File: config.mk
export PLATFORM = sky130hd
export DESIGN_NAME = therm2bin_pipe
export DESIGN_NICKNAME = d
export VERILOG_FILES = /design/src/rtl/therm2bin_pipe.sv
export SDC_FILE = /design/constraint.sdc
export NUM_CORES = 1
export LEC_CHECK = 0
export ABC_CLOCK_PERIOD_IN_PS = 4400
export CORE_UTILIZATION = 45
export DETAILED_ROUTE_END_ITERATION = 8
export GPL_TIMING_DRIVEN = 0
export HOLD_SLACK_MARGIN = 0.05
export PLACE_DENSITY = 0.76
export SETUP_SLACK_MARGIN = 0.15
export SLEW_MARGIN = 20
export SYNTH_ARGS = -nofsm -noshare
export SYNTH_HDL_FRONTEND = slang
export SYNTH_SLANG_ARGS = --single-unit
File: constraint.sdc
create_clock -name clk_i -period 4.4 [get_ports clk_i]
set_input_delay 0.88 -clock clk_i [delete_from_list [all_inputs] [get_ports clk_i]]
set_output_delay 0.88 -clock clk_i [all_outputs]
set_load 0.03 [all_outputs]
File: src/rtl/therm2bin_pipe.sv
// therm2bin_pipe: two-stage encoder that turns sub-ADC comparator outputs
// (one-hot or thermometer, chosen per sample) into a binary value. It flags
// malformed codes and keeps a saturating count of them for debug readout.

module therm2bin_pipe #(
    parameter int WIDTH       = 8,
    parameter int OUT_W       = $clog2(WIDTH + 1),
    parameter int ERRCNT_W    = 8,
    parameter bit HOLD_ON_ERR = 1'b0
) (
    input  logic                clk_i,
    input  logic                rst_ni,
    input  logic                valid_i,
    input  logic                mode_i,
    input  logic [WIDTH-1:0]    code_i,
    input  logic                clr_i,
    output logic [OUT_W-1:0]    binary_o,
    output logic                valid_o,
    output logic                err_o,
    output logic [ERRCNT_W-1:0] err_cnt_o
);

    logic                r_s1Valid;
    logic                r_s1Mode;
    logic [WIDTH-1:0]    r_s1Code;

    logic [OUT_W-1:0]    r_binary;
    logic                r_valid;
    logic                r_err;
    logic [OUT_W-1:0]    r_lastGood;
    logic [ERRCNT_W-1:0] r_errCnt;

    logic [OUT_W-1:0]    w_popCount;
    logic [OUT_W-1:0]    w_highIdx;
    logic                w_thermOk;
    logic [OUT_W-1:0]    w_result;
    logic                w_err;

    // Stage 1: capture code and mode only for valid samples; valid always follows the input
    always_ff @(posedge clk_i or negedge rst_ni) begin
        if (!rst_ni) begin
            r_s1Valid <= 1'b0;
            r_s1Mode  <= 1'b0;
            r_s1Code  <= '0;
        end else begin
            r_s1Valid <= valid_i;
            if (valid_i) begin
                r_s1Mode <= mode_i;
                r_s1Code <= code_i;
            end
        end
    end

    // Encoder: popcount, highest set index and thermometer contiguity check
    always_comb begin
        w_popCount = '0;
        w_highIdx  = '0;
        for (int i = 0; i < WIDTH; i++) begin
            w_popCount = w_popCount + OUT_W'(r_s1Code[i]);
            if (r_s1Code[i]) begin
                w_highIdx = OUT_W'(i);
            end
        end
        // Ones contiguous from bit 0 means adding 1 clears every set bit
        w_thermOk = ((r_s1Code + WIDTH'(1)) & r_s1Code) == '0;
        if (r_s1Mode) begin
            w_result = w_popCount;
            w_err    = !w_thermOk;
        end else begin
            w_result = w_highIdx;
            w_err    = (w_popCount != OUT_W'(1));
        end
    end

    // Stage 2: register result and flags; bubbles leave binary/err untouched
    always_ff @(posedge clk_i or negedge rst_ni) begin
        if (!rst_ni) begin
            r_valid    <= 1'b0;
            r_err      <= 1'b0;
            r_binary   <= '0;
            r_lastGood <= '0;
        end else begin
            r_valid <= r_s1Valid;
            if (r_s1Valid) begin
                r_err <= w_err;
                if (!w_err) begin
                    r_lastGood <= w_result;
                end
                if (HOLD_ON_ERR && w_err) begin
                    r_binary <= r_lastGood;
                end else begin
                    r_binary <= w_result;
                end
            end
        end
    end

    // Error counter: counts invalid samples as they reach the output, saturates, clear wins
    always_ff @(posedge clk_i or negedge rst_ni) begin
        if (!rst_ni) begin
            r_errCnt <= '0;
        end else if (clr_i) begin
            r_errCnt <= '0;
        end else if (r_s1Valid && w_err && (r_errCnt != {ERRCNT_W{1'b1}})) begin
            r_errCnt <= r_errCnt + ERRCNT_W'(1);
        end
    end

    assign binary_o  = r_binary;
    assign valid_o   = r_valid;
    assign err_o     = r_err;
    assign err_cnt_o = r_errCnt;

endmodule

* Word-level counts from Yosys, hierarchy flattened
Index checks and enable logic that the tools add are counted.
Storage, ports and cells: output and inout bits 14, bits in latches 0, memory bits (read-only) 0, RAM bits 0, register bits after elaboration 24, word-level logic and storage cells 35, memories 0
Cells by class: add/sub/neg operators 9, muxes and demuxes 11, reductions and logical operators 5, eq/ne operators 2, $lt $le $gt $ge 0, shift operators 0, divide/modulo/power cells 0, $mul 0, bitwise gates (word level) 1
Operators by type and width (count):
- two-way mux 4 bit | 6
- adder 4 x 1 -> 4 bit | 4
- adder 8 x 1 -> 8 bit, second input constant | 2
- two-way mux 8 bit | 2
- bitwise AND 8 bit | 1
- logical NOT 8 bit | 1
- inequality test 8 bit, second input constant | 1
- adder 3 x 1 -> 4 bit | 1
- inequality test 4 x 1 -> 1 bit, second input constant | 1
- adder 2 x 1 -> 3 bit | 1
- adder 1 x 1 -> 2 bit | 1
- logical AND 1 bit | 2
- two-way mux 1 bit | 2
- two-way mux 2 bit | 1
- nonzero test 2 bit | 1
- logical NOT 1 bit | 1

* Depth between registers and ports, before layout
depth after elaboration 13, depth in mapped cells 14, depth with buffers taken out 13

* Least setup slack after synthesis
Ideal clock, no wire load.
path type reg-to-reg, start point register r_s1Code[0], end point register r_errCnt[6] (netlist: err_cnt_o[6]), stages on the path, launching flop included 14, period minus slack after synthesis 3.655 ns, path buffers 0, data required time 4.280 ns, setup slack 0.745 ns, arrival time 3.535 ns, path through dfrtp_1 fa_1 inv_1 fa_1 fa_1 inv_1 ha_1 inv_1 fa_1 xnor2_1 a211o_2 o311ai_4 or4_1 o211a_1
On the way: word-level cells in the longest chain between the ends 12, elaborated cells between the ends (all ways) 16, those cells by class add/sub (8); eq/ne (1); mux (1); bitwise (1); reduce/logical (5)
Ends and longest elaborated chain:
- start, declared | line 25 | logic [WIDTH-1:0] r_s1Code;
- start signal, assigned | line 49 | r_s1Code <= code_i;
- adder 1 x 1 -> 2 bit | line 59 | w_popCount = w_popCount + OUT_W'(r_s1Code[i]);
- adder 2 x 1 -> 3 bit | line 59
- adder 3 x 1 -> 4 bit | line 59
- adder 4 x 1 -> 4 bit (4 in a row) | line 59
- inequality test 4 x 1 -> 1 bit | line 71 | w_err = (w_popCount != OUT_W'(1));
- two-way mux 1 bit (*) | line 66 | if (r_s1Mode) begin
- logical AND 1 bit (*) (2 in a row) | line 104 | end else if (r_s1Valid && w_err && (r_errCnt != {ERRCNT_W{1'b1}})) begin
- nonzero test 2 bit (no source line) (*)
- end signal, assigned | line 105 | r_errCnt <= r_errCnt + ERRCNT_W'(1);
- end, declared | line 31 | logic [ERRCNT_W-1:0] r_errCnt;
Every way passes the cells marked *; elsewhere a longest branch is shown, timed or not. A chain may end at the register's enable or synchronous reset.

* Final worst setup path
start point register r_s1Code[1], end point register r_errCnt[5] (netlist: err_cnt_o[5])
Same word-level chain as after synthesis.

==> results.toml <==
[setup_path]
endpoint_kind = "flip-flop"
cp-start-kind = "flip-flop"
rr_worst_depth = 13
crit_end = "err_cnt_o[5]"
arrival_ns = 4.13
crit_fanout = 6
critical_path_required_ns = 4.65
startpoint = "r_s1Code[1]"
crit_type = "reg2reg"
reg2reg_from = "r_s1Code[1]"
regToRegSetupSlack_ns = 0.52
worstReg2RegEnd = "err_cnt_o[5]"

[placed_design]
pre_cts_ws_ns = 0.503
portBuffers = 26
dpl_cell_area_um2 = 1670
dpl.hpwl_um = 2090
place.gp.congestion = 0.830

[cells_and_area]
final_cell_mix = "clkdlybuf4s50_1 (25), dfrtp_1 (24), inv_1 (19), o21ai_0 (14), nand2_1 (12)"
fin_area_um2 = 1700
drive_above_1_share_pct = 10.4
area_growth_pct = 24.1
layout_commonest_cell = "clkdlybuf4s50_1"
seq_area_um2 = 601
fillers = 249
fin_nets = 188
multi_input_area_um2 = 672
n_antenna_cell = 0

[die]
rows = 19
io_pins = 27
dieArea_um2 = 3270
die_h_um = 57.2
fp.dieW_um = 57.2
core_um2 = 2830
initial_core_util_pct = 48.4

[power]
p_leak_nw = 0.744
peakVddDrop_mv = 0.156
power_density_nw_per_um2 = 375

[global_routing]
grt_pass1_vias = 1024
grt_max_degree = 25
grt_pass1_wl_um = 4550
grt_usage_pct = 18.2
antenna_found_initial = 0
grt_overflow = 0

[timing]
finalCritPeriodShare_pct = 88.1
grt_setup_unrepaired = "false"
setup_violations = 0
worst_slew_pin_slew_ns = 0.518
setup_ws_ns = 0.524
fin_hold_ws_ns = 0.508
period_minus_slack_ns = 3.88
finalMaxSlewViolations = 0
final_hold_viol_count = 0
max_freq_mhz = 258
fin_tns_setup_ns = 0
fin_skew_ns = 0.0104
slew_headroom_pct = 65.5

[yosys]
ys.flop_type = "dfrtp_1"
netlist_area_um2 = 1370
synthTopCellsByArea = "dfrtp_1 (44%), fa_1 (5.8%), ha_1 (5.5%), inv_1 (5.2%), o21ai_0 (5.1%)"
async_flop_share_pct = 100
postSynthCellCount = 134
synth-seq-cells = 24
yosysTopAreaCell = "dfrtp_1"
synth_fp_nets = 157
synth_warnings = 0
synth_top_area_share_pct = 43.8
synth.avg_cell_area_um2 = 10.2
yosysSeqAreaShare_pct = 43.8
synth.distinct_cells = 39
synth_edf_count = 0

[clock_network]
clkSinkCount = 24
clock_path_buffers = 2
hold_buffers = 0
path_clk_slew_ns = 0.13
numCtsBuffers = 3
htreeDepth = 1
post_cts_resized = 0
cts_setup_buffers = 0
clock-root-buffer = "clkbuf_4"
clock_latency_ns = 0.32
cts_tree = "done"

[routing]
ant_nets = 0
post-route-drc-count = 0
vias = 1083
drt-initial-drc-count = 12
wl_um = 2670
avgViaCountPerCell = 5.55
wire_per_inst_um = 13.7
first_pass_iters = 4

[worst_hold_path]
hold_path_class = "in2async"

[outcome]
status = "complete, no violations"

[run]
maxCapViolations = 0
## registers in the layout (all words and copies together) (netlist names)
signal / cells
r_s1Mode: 1
valid_o: 1
r_s1Code: 8
err_cnt_o: 8
r_s1Valid: 1
binary_o: 4
err_o: 1
## worst max-delay path, stage by stage, from the launching register on
cell and delay (ns):
dfrtp_1 0.48, fa_1 0.54, inv_1 0.06, fa_1 0.49, fa_1 0.41, inv_1 0.06
ha_1 0.16, inv_1 0.05, fa_1 0.38, xnor2_1 0.19, a211o_2 0.16, o311ai_4 0.13
or4_1 0.53, a21oi_1 0.17
## synth_stat cells (2+ instances only)
master    instances
dfrtp_1          24
inv_1            19
o21ai_0          14
nand2_1          12
a21oi_1           6
ha_1              6
fa_1              4
mux2_2            4
nand2b_1          3
or4_1             3
a21o_1            2
a31oi_1           2
clkbuf_1          2
nand3_1           2
nand4_1           2
nor2_1            2
nor2b_1           2
nor4_1            2
o31ai_1           2
or3_1             2
## per-stage QoR
step	power [mW]	util, %	instances
3_3_place_gp	0.518	59.0	191
3_5_place_dp	0.531	59.0	191
2_1_floorplan	0.443	-	134
4_1_cts	0.648	60.3	195
5_1_grt	0.684	60.1	195
6_report	0.638	60.1	195
## how the worst min path moves through the flow
stage / start / endpoint / slack, ns / cells after the start
final: rst_ni / err_cnt_o[6] / 0.51 / 1
after global placement: binary_o[2] / binary_o[2] / 0.49 / 1
after global routing: binary_o[2] / binary_o[2] / 0.54 / 1
after CTS: binary_o[1] / binary_o[1] / 0.52 / 1
after detailed placement: binary_o[1] / binary_o[1] / 0.50 / 1
after floorplan: r_s1Valid / valid_o / 0.53 / 0
## power breakdown
part | internal, mW | total (mW) | switching, mW | leakage (nW)
clock | 0.0506 | 0.116 | 0.0654 | 0.0210
combinational | 0.118 | 0.252 | 0.134 | 0.422
sequential | 0.246 | 0.270 | 0.0233 | 0.301
total | 0.415 | 0.638 | 0.223 | 0.744
## cell type report
cell class,instances,area share (%)
sequential,24,35.3
timing repair buffer,26,15.0
buffer,4,1.55
tap,31,2.28
clock buffer,4,2.13
inverter,19,4.19
multi-input combinational,87,39.5
## per-layer routing
layer	part of all wire (%)	GRT usage, %
met1	48	24.3
met5	0	0
met3	2.6	2.49
met2	47	29.6
met4	2.1	8.36
## cell families (layout without fill, tap and decap cells)
logic type,after synthesis,count (layout),share of synthesized area (%)
compound gates,36,36,18.6
xor+xnor,1,1,0.639
fa+ha+maj,10,10,11.3
buf+inv,23,53,7.12
flops,24,24,43.8
mux,6,6,4.84
simple gates,34,34,13.6
No activity file was read; power rests on OpenSTA's default activity.
